File: src/rtl/rw_manager_ac_pkg.sv
// Shared definitions for the RW manager AC issue stage: AC word field
// positions, pin widths, the NOP command and the issue FSM states.
package rw_manager_ac_pkg;

  localparam int MEM_ADDR_W = 16;
  localparam int MEM_BA_W   = 3;

  localparam int CMD_HI  = 27;
  localparam int CMD_LO  = 24;
  localparam int BA_HI   = 22;
  localparam int BA_LO   = 20;
  localparam int ODT     = 18;
  localparam int RESETN  = 17;
  localparam int CKE     = 16;
  localparam int ADDR_HI = 15;
  localparam int ADDR_LO = 0;

  // {cs_n, ras_n, cas_n, we_n}
  localparam logic [3:0] NOP_CMD = 4'b1111;

  typedef enum logic [2:0] {
    ST_IDLE,
    ST_FETCH,
    ST_ISSUE,
    ST_GAP,
    ST_DONE
  } ac_state_t;

endpackage

File: src/rtl/rw_manager_ac_decode.sv
// Splits a 32-bit AC ROM word into pin fields and flags words that must
// never reach the memory (reserved top nibble set, or an unprogrammed zero).
module rw_manager_ac_decode
  import rw_manager_ac_pkg::*;
(
  input  logic [31:0]           word,
  output logic [3:0]            cmd,
  output logic [MEM_BA_W-1:0]   ba,
  output logic [MEM_ADDR_W-1:0] addr,
  output logic                  odt,
  output logic                  reset_n,
  output logic                  cke,
  output logic                  illegal
);

  logic unused_bits;

  assign cmd     = word[CMD_HI:CMD_LO];
  assign ba      = word[BA_HI:BA_LO];
  assign addr    = word[ADDR_HI:ADDR_LO];
  assign odt     = word[ODT];
  assign reset_n = word[RESETN];
  assign cke     = word[CKE];
  assign illegal = (word[31:28] != 4'd0) || (word == 32'd0);

  assign unused_bits = ^{word[23], word[19]};

endmodule

File: src/rtl/rw_manager_ac_issue.sv
// AC issue stage: fetches one AC word from the registered ROM, then replays
// it cmd_count+1 times with cmd_gap NOP cycles after each issue.
//
// state | meaning
// IDLE  | ready for a request, command pins NOP
// FETCH | waiting ROM_LATENCY+1 cycles for rom_q, then capture
// ISSUE | one cycle with the captured command on the pins
// GAP   | NOP cycles after an issue; non-command pins hold
// DONE  | one-cycle completion pulse
module rw_manager_ac_issue
  import rw_manager_ac_pkg::*;
#(
  parameter int ROM_ADDR_W  = 6,
  parameter int ROM_LATENCY = 2,
  parameter int CNT_W       = 8,
  parameter int GAP_W       = 4
) (
  input  logic                  clock,
  input  logic                  reset,
  input  logic                  cmd_valid,
  output logic                  cmd_ready,
  input  logic [ROM_ADDR_W-1:0] cmd_index,
  input  logic [CNT_W-1:0]      cmd_count,
  input  logic [GAP_W-1:0]      cmd_gap,
  output logic [ROM_ADDR_W-1:0] rom_rdaddress,
  input  logic [31:0]           rom_q,
  output logic                  mem_cs_n,
  output logic                  mem_ras_n,
  output logic                  mem_cas_n,
  output logic                  mem_we_n,
  output logic [MEM_BA_W-1:0]   mem_ba,
  output logic [MEM_ADDR_W-1:0] mem_addr,
  output logic                  mem_odt,
  output logic                  mem_cke,
  output logic                  mem_reset_n,
  output logic                  done,
  output logic                  err
);

  localparam int FCNT_W = (ROM_LATENCY < 1) ? 1 : $clog2(ROM_LATENCY + 1);

  ac_state_t state, state_nxt;

  logic [FCNT_W-1:0] fetch_cnt;
  logic [CNT_W-1:0]  rep_cnt;
  logic [GAP_W-1:0]  gap_len;
  logic [GAP_W-1:0]  gap_cnt;

  logic [3:0]            cmd_q;
  logic [MEM_BA_W-1:0]   ba_q;
  logic [MEM_ADDR_W-1:0] addr_q;
  logic                  odt_q, cke_q, reset_n_q;

  logic [3:0]            dec_cmd;
  logic [MEM_BA_W-1:0]   dec_ba;
  logic [MEM_ADDR_W-1:0] dec_addr;
  logic                  dec_odt, dec_reset_n, dec_cke, dec_illegal;
  logic [3:0]            pins_cmd;

  rw_manager_ac_decode u_decode (
    .word    (rom_q),
    .cmd     (dec_cmd),
    .ba      (dec_ba),
    .addr    (dec_addr),
    .odt     (dec_odt),
    .reset_n (dec_reset_n),
    .cke     (dec_cke),
    .illegal (dec_illegal)
  );

  always_comb begin
    state_nxt = state;
    cmd_ready = 1'b0;
    done      = 1'b0;
    pins_cmd  = NOP_CMD;
    case (state)
      ST_IDLE: begin
        cmd_ready = !reset;
        if (cmd_valid) state_nxt = ST_FETCH;
      end
      ST_FETCH: begin
        if (fetch_cnt == '0) state_nxt = dec_illegal ? ST_DONE : ST_ISSUE;
      end
      ST_ISSUE: begin
        pins_cmd = cmd_q;
        if (gap_len != '0)      state_nxt = ST_GAP;
        else if (rep_cnt == '0) state_nxt = ST_DONE;
      end
      ST_GAP: begin
        if (gap_cnt == '0) state_nxt = (rep_cnt == '0) ? ST_DONE : ST_ISSUE;
      end
      ST_DONE: begin
        done      = 1'b1;
        state_nxt = ST_IDLE;
      end
      default: state_nxt = ST_IDLE;
    endcase
  end

  always_ff @(posedge clock) begin
    if (reset) begin
      state         <= ST_IDLE;
      rom_rdaddress <= '0;
      fetch_cnt     <= '0;
      rep_cnt       <= '0;
      gap_len       <= '0;
      gap_cnt       <= '0;
      err           <= 1'b0;
      cmd_q         <= NOP_CMD;
      ba_q          <= '0;
      addr_q        <= '0;
      odt_q         <= 1'b0;
      cke_q         <= 1'b0;
      reset_n_q     <= 1'b0;
    end else begin
      state <= state_nxt;
      case (state)
        ST_IDLE: begin
          if (cmd_valid) begin
            rom_rdaddress <= cmd_index;
            rep_cnt       <= cmd_count;
            gap_len       <= cmd_gap;
            fetch_cnt     <= FCNT_W'(ROM_LATENCY);
            err           <= 1'b0;
          end
        end
        ST_FETCH: begin
          if (fetch_cnt != '0) begin
            fetch_cnt <= fetch_cnt - 1'b1;
          end else if (dec_illegal) begin
            err <= 1'b1;
          end else begin
            cmd_q     <= dec_cmd;
            ba_q      <= dec_ba;
            addr_q    <= dec_addr;
            odt_q     <= dec_odt;
            cke_q     <= dec_cke;
            reset_n_q <= dec_reset_n;
          end
        end
        ST_ISSUE: begin
          if (gap_len != '0)      gap_cnt <= gap_len - 1'b1;
          else if (rep_cnt != '0) rep_cnt <= rep_cnt - 1'b1;
        end
        ST_GAP: begin
          if (gap_cnt != '0)      gap_cnt <= gap_cnt - 1'b1;
          else if (rep_cnt != '0) rep_cnt <= rep_cnt - 1'b1;
        end
        default: ;
      endcase
    end
  end

  // Repeats replay the captured word; only the command pins fall back to NOP.
  assign {mem_cs_n, mem_ras_n, mem_cas_n, mem_we_n} = pins_cmd;
  assign mem_ba      = ba_q;
  assign mem_addr    = addr_q;
  assign mem_odt     = odt_q;
  assign mem_cke     = cke_q;
  assign mem_reset_n = reset_n_q;

endmodule

File: config.mk
export PLATFORM = sky130hd
export DESIGN_NAME = rw_manager_ac_issue
export DESIGN_NICKNAME = d
export VERILOG_FILES = /design/src/rtl/rw_manager_ac_pkg.sv /design/src/rtl/rw_manager_ac_decode.sv /design/src/rtl/rw_manager_ac_issue.sv
export SDC_FILE = /design/constraint.sdc
export NUM_CORES = 1
export LEC_CHECK = 0
export ABC_CLOCK_PERIOD_IN_PS = 2580
export BUFFER_PORTS_ARGS = -buffer_cell sky130_fd_sc_hd__buf_2
export CAP_MARGIN = 20
export CORE_MARGIN = 5
export CORE_UTILIZATION = 40
export CTS_CLUSTER_DIAMETER = 120
export DETAILED_ROUTE_END_ITERATION = 8
export PLACE_DENSITY_LB_ADDON = 0.08
export SLEW_MARGIN = 10
export SYNTH_ARGS = -nofsm -noshare
export SYNTH_HDL_FRONTEND = slang
export SYNTH_SLANG_ARGS = --single-unit
File: constraint.sdc
create_clock -name clock -period 2.58 [get_ports clock]
set_input_delay 0.258 -clock clock [delete_from_list [all_inputs] [get_ports clock]]
set_output_delay 0.258 -clock clock [all_outputs]
set_load 0.03 [all_outputs]
# After elaboration in Yosys (flattened, before gate mapping)
# Cells that the tools add are included.
# totals
out_inout_bits	35
latch_bits	0
input_bits	53
word_cells	82
memories	0
rom_bits	0
mem_bits_rw	0
regBits	54
# op_classes
addsub	4
mul	0
n_mux	26
n_div	0
n_bitwise	2
eq_ne	15
shifts	0
n_reduce_logical	22
order_cmp	0
# op_table
op	n
$logic_not 32->1	1
$mux 8	4
$pmux 8 s3	1
$mux 3	7
$ne 2x2->1 const B	10
$mux 4	3
$pmux 3 s4	1
$reduce_and 4->1	3
$reduce_bool 4->1	3
$reduce_and 3->1	3
$logic_not 8->1	1
$pmux 4 s2	1
$reduce_bool 8->1	1
$sub 4x1->4 const B	2
$sub 8x1->8 const B	1
$eq 3x2->1 const B	2
$reduce_bool 2->1	3
$mux 1	5
$logic_not 4->1	1
$mux 2	2
$pmux 2 s2	1
$eq 3x1->1 const B	1
$eq 3x3->1 const B	1
$logic_not 3->1	1
9 further kinds	10

# Logic depth before layout (Yosys ltp)
# logic_depth
depth_word	5
depth_mapped	8
mapped_depth_nobuf	7

# Cells and area by module
# A second synthesis with hierarchy kept.
# hier_totals
cells_unflattened	359
hier_area_um2	2832.7
# modules_own_cells
mod	seq_area_each_um2	area_per_inst_um2	n_inst	cells_per_inst
rw_manager_ac_issue	1081.0	2546.2	1	322
rw_manager_ac_decode	0.0	286.5	1	37

# Worst setup path before layout
# No wires, ideal clock.
# synth_timing
path_type	flip-flop to output port
from	reg state[0]
to	out cmd_ready
t_arrival_ns	1.677
path_stages_with_launch	4
required_time_ns	2.322
path_buffers	2
setup_slack_ns	0.645
path_cell_list	dfxtp_1 > buf_2 > buf_1 > nor4_1
# synth_via
elab_chain_cells	2
# synth_rtl
item	line	text
start, declared	rw_manager_ac_issue.sv:42	ac_state_t state, state_nxt;
start signal, assigned	rw_manager_ac_issue.sv:116	state <= state_nxt;
$logic_not 3->1	rw_manager_ac_issue.sv:76	case (state)
$mux 1	rw_manager_ac_issue.sv:76	
end, declared	rw_manager_ac_issue.sv:21	output logic cmd_ready,
# Every way passes these cells.

# Worst setup path in the final report
# layout_timing
from	reg state[1]
to	reg gap_cnt[2]
# layout_via
elab_chain_cells	3
word_cells_on_any_way	7
cone_classes	eq/ne: 4; mux: 1; reduce/logical: 2
# layout_rtl
item	line	text
$eq 3x2->1	rw_manager_ac_issue.sv:117	case (state)
$ne 2x2->1 (no source line) / $reduce_bool 2->1 (equally long branches)	--	
$reduce_and 3->1 (no source line)	--	
end signal, assigned	rw_manager_ac_issue.sv:142	if (gap_len != '0) gap_cnt <= gap_len - 1'b1;
end signal, assigned	rw_manager_ac_issue.sv:146	if (gap_cnt != '0) gap_cnt <= gap_cnt - 1'b1;
end, declared	rw_manager_ac_issue.sv:47	logic [GAP_W-1:0] gap_cnt;
# Parallel ways exist; a longest one is shown, timed or not.
# A chain may end at the register's enable or synchronous reset.

==> impl_metrics.prom <==
# TYPE chip_impl_metric gauge
chip_impl_info{name="status",value="finished clean"} 1
chip_impl_metric{name="fraction_of_final_layout_cells_with_drive_strength_greater_than_1",unit="%"} 27.6
chip_impl_metric{name="clock-sinks",unit=""} 54
chip_impl_metric{name="min_period_over_period",unit="%"} 80.1
chip_impl_metric{name="drt_first_iter_violations",unit=""} 93
chip_impl_metric{name="finalSetupViolCount",unit=""} 0
chip_impl_info{name="cpMaxStageDelayCell",value="dfxtp_1"} 1
chip_impl_metric{name="die_width",unit="um"} 91.0
chip_impl_info{name="critical_path.top_delay_family",value="flip-flops"} 1
chip_impl_metric{name="wire_per_inst",unit="um"} 14.0
chip_impl_metric{name="flow.area_growth_from_synthesis",unit="%"} 24.3
chip_impl_metric{name="syn_area_per_cell",unit="sq um"} 8.43
chip_impl_metric{name="postSynthRegisterBits",unit=""} 54
chip_impl_info{name="yosys_most_used_dff",value="dfxtp_1"} 1
chip_impl_metric{name="synthDistinctLibCells",unit=""} 46
chip_impl_metric{name="synth-seq-area-share",unit="%"} 41.2
chip_impl_metric{name="max_freq",unit="MHz"} 484
chip_impl_info{name="post-synth-top-area-cell",value="dfxtp_1"} 1
chip_impl_metric{name="finalHoldWorstSlack",unit="ns"} 0.184
chip_impl_metric{name="overflow",unit=""} 0
chip_impl_info{name="criticalPathCategory",value="register to register"} 1
chip_impl_metric{name="synth_fp_nets",unit=""} 368
chip_impl_info{name="worst_min_delay_path_category",value="input pin to register"} 1
chip_impl_metric{name="via_count_of_the_first_global_routing_pass",unit=""} 2398
chip_impl_info{name="synthTopCellsByArea",value="dfxtp_1 41%, mux2i_1 9.9%, nor2_1 6.3%, nand2_1 4.9%, a21oi_1 4.8%"} 1
chip_impl_metric{name="cellLeakagePower",unit="uW"} 0.00155
chip_impl_metric{name="top_level_ports",unit=""} 88
chip_impl_metric{name="drt_wl_total",unit="mm"} 6.60
chip_impl_metric{name="die_h",unit="um"} 91.0
chip_impl_info{name="crit_path_start_kind",value="register"} 1
chip_impl_info{name="netlist_top_cells_count",value="54 x dfxtp_1, 44 x nor2_1, 34 x nand2_1"} 1
chip_impl_metric{name="async_reset_ff_share",unit="%"} 0
chip_impl_metric{name="num-fill-cells",unit=""} 631
chip_impl_metric{name="post_synth_instance_area",unit="sq um"} 2620
chip_impl_metric{name="cts_resized",unit=""} 0
chip_impl_metric{name="slew_headroom",unit="%"} 51.6
chip_impl_metric{name="clock_skew",unit="ns"} 0.00703
chip_impl_metric{name="fin_tns_setup",unit="ns"} 0
chip_impl_info{name="crit_path_end_kind",value="register"} 1
chip_impl_info{name="cts-root-buf",value="clkbuf_8"} 1
chip_impl_metric{name="antenna_found_initial",unit=""} 0
chip_impl_info{name="tritoncts",value="yes"} 1
chip_impl_metric{name="layout_min_cycle_time",unit="ns"} 2.07
chip_impl_metric{name="vias_per_cell",unit=""} 5.34
chip_impl_metric{name="synth_enable_flop_cells",unit=""} 0
chip_impl_metric{name="slowest_delay",unit="ns"} 0.71
chip_impl_metric{name="max_cap_viol_count",unit=""} 0
chip_impl_metric{name="post_cts_hold_buffer_count",unit=""} 0
chip_impl_info{name="synth.most_common_cell",value="dfxtp_1"} 1
chip_impl_metric{name="site_rows",unit=""} 29
chip_impl_metric{name="drc_errors",unit=""} 0
chip_impl_metric{name="report.final.slew_viol_count",unit=""} 0
chip_impl_metric{name="cts.path.max_buffers",unit=""} 2
chip_impl_metric{name="initial_utilization",unit="%"} 41.3
chip_impl_metric{name="critical_path_buf_inv_count",unit=""} 0
chip_impl_metric{name="total_power",unit="uW"} 2130
chip_impl_metric{name="antenna_diode_instance_count",unit=""} 0
chip_impl_metric{name="hpwlAfterDp",unit="mm"} 5.00
chip_impl_metric{name="path_max_fanout",unit=""} 17
chip_impl_metric{name="post-cts-setup-buffers",unit=""} 0
chip_impl_metric{name="detailroute.via_count",unit=""} 2520
chip_impl_metric{name="clkTransAtPathRegs",unit="ns"} 0.10
chip_impl_metric{name="finalWeightedCongestion",unit=""} 0.801
chip_impl_metric{name="cp.required",unit="ns"} 2.76
chip_impl_metric{name="die-area",unit="sq um"} 8280
chip_impl_metric{name="final.setup.worst_slack",unit="ns"} 0.514
chip_impl_metric{name="synth_top_area_share",unit="%"} 41.2
chip_impl_metric{name="cts_buf_count",unit=""} 5
chip_impl_metric{name="vdd_drop_max",unit="mV"} 0.349
chip_impl_info{name="crit_path_cell_trace",value="nand3b_1, mux2i_1, ha_1, nand2b_1, nand3_1, a32oi_1, nor2_1"} 1
chip_impl_metric{name="antenna_violation_net_count_after_detailed_routing",unit=""} 0
chip_impl_metric{name="placement.setup.worst_slack",unit="ns"} 0.548
chip_impl_metric{name="wire_length_of_the_first_global_routing_pass",unit="mm"} 11.4
chip_impl_metric{name="worst_ep_arrival_time",unit="ns"} 2.25
chip_impl_metric{name="clk_latency",unit="ns"} 0.30
chip_impl_metric{name="final-hold-violation-count",unit=""} 0
chip_impl_metric{name="pwr_density_cell",unit="nW/um^2"} 652
chip_impl_metric{name="final_net_count",unit=""} 451
chip_impl_metric{name="maximum_number_of_pins_on_one_net_before_global_route_repair",unit=""} 34
chip_impl_metric{name="core_area",unit="sq um"} 6350
chip_impl_metric{name="post_dp_cell_area",unit="sq um"} 3150
chip_impl_metric{name="io_port_bufs",unit=""} 87
chip_impl_metric{name="cts_htree_levels",unit=""} 2
chip_impl_metric{name="stdcell_area",unit="sq um"} 3260
chip_impl_metric{name="netlist_instances",unit=""} 311
chip_impl_metric{name="synth.yosys.warnings",unit=""} 0
chip_impl_metric{name="firstDrtPassIters",unit=""} 4
chip_impl_info{name="rsz0062_at_grt",value="no"} 1
chip_impl_metric{name="timing_worst_slew_pin_value",unit="ns"} 0.721
chip_impl_metric{name="global_route.usage.total",unit="%"} 16.1
-- final timing paths --
path | start | end | slack [ns] | cells past startpoint
setup / recovery | state[1] | gap_cnt[2] | 0.51 | 7
setup reg to reg | state[1] | gap_cnt[2] | 0.51 | 7
hold / removal | cmd_index[4] | rom_rdaddress[4] | 0.18 | 3
hold reg to reg | rom_rdaddress[4] | rom_rdaddress[4] | 0.46 | 2
-- metal layers --
layer,share of wire (%),vias to the layer above,global-route usage (%)
met5,0,-,0
met4,0.88,0,3.30
met3,4.8,6,4.55
met2,46,52,25.4
met1,48,1178,22.1
li1,-,1284,-
-- stage by stage --
step | util [%] | instances
2_1_floorplan | - | 311
3_3_place_gp | 49.7 | 464
3_5_place_dp | 49.7 | 464
4_1_cts | 51.3 | 472
5_1_grt | 51.3 | 472
6_report | 51.3 | 472
-- layout make-up --
type                       instances  area, sq um  area share, %
inverter                          10         37.5           1.15
multi-input combinational        229         1440           44.1
clock inverter                     1         30.0          0.921
tap                               77         96.3           2.96
clock buffer                       7         76.3           2.34
sequential                        54         1080           33.2
timing repair buffer              94          500           15.4
-- flip-flops by register name, summed over array words and instances, names as in the netlist --
name	count
mem_reset_n	1
state	3
gap_len	4
err	1
mem_ba	3
mem_addr	16
rep_cnt	8
gap_cnt	4
fetch_cnt	2
mem_odt	1
cmd_q	4
rom_rdaddress	6
mem_cke	1
-- cell usage in the layout, fill, tap and decap left out, drive strengths merged, types with 2 or more instances in the layout --
master	n
o21ai	8
o32ai	3
a311oi	2
nor3	12
or4	2
a22oi	3
a211oi	4
o311a	2
nand3	5
clkbuf	7
nor2b	2
a32oi	2
nand3b	3
nand2	34
a2111oi	2
dfxtp	54
nand2b	11
a21oi	27
ha	4
nor4	16
nor2	44
mux2i	26
inv	10
buf	94
-- where the power goes --
group / switching, uW / internal (uW)
Combinational: 365 / 230
Clock: 270 / 291
Sequential: 75.2 / 896
Total: 710 / 1420
-- worst register-to-register path, delay by kind of cell, from the launching register on --
family / cells / cell delay [ns]
and+or+nand+nor: 4 / 0.58
AOI/OAI and AO/OA: 1 / 0.20
muxes: 1 / 0.20
DFF: 1 / 0.71
adders and majority gates: 1 / 0.25
-- cells by family (layout without fill, tap and decap cells) --
| kind of cell | Yosys count | after routing | share of synthesized area (%) |
|---|---|---|---|
| buffers and inverters | 28 | 112 | 4.63 |
| adder cells (fa/ha/maj) | 4 | 4 | 1.91 |
| flip-flops | 54 | 54 | 41.2 |
| multiplexers | 26 | 26 | 9.92 |
| AO/OA/AOI/OAI | 63 | 63 | 17.4 |
| AND/OR/NAND/NOR | 136 | 136 | 25.0 |
No activity file was read; power rests on OpenSTA's default activity.
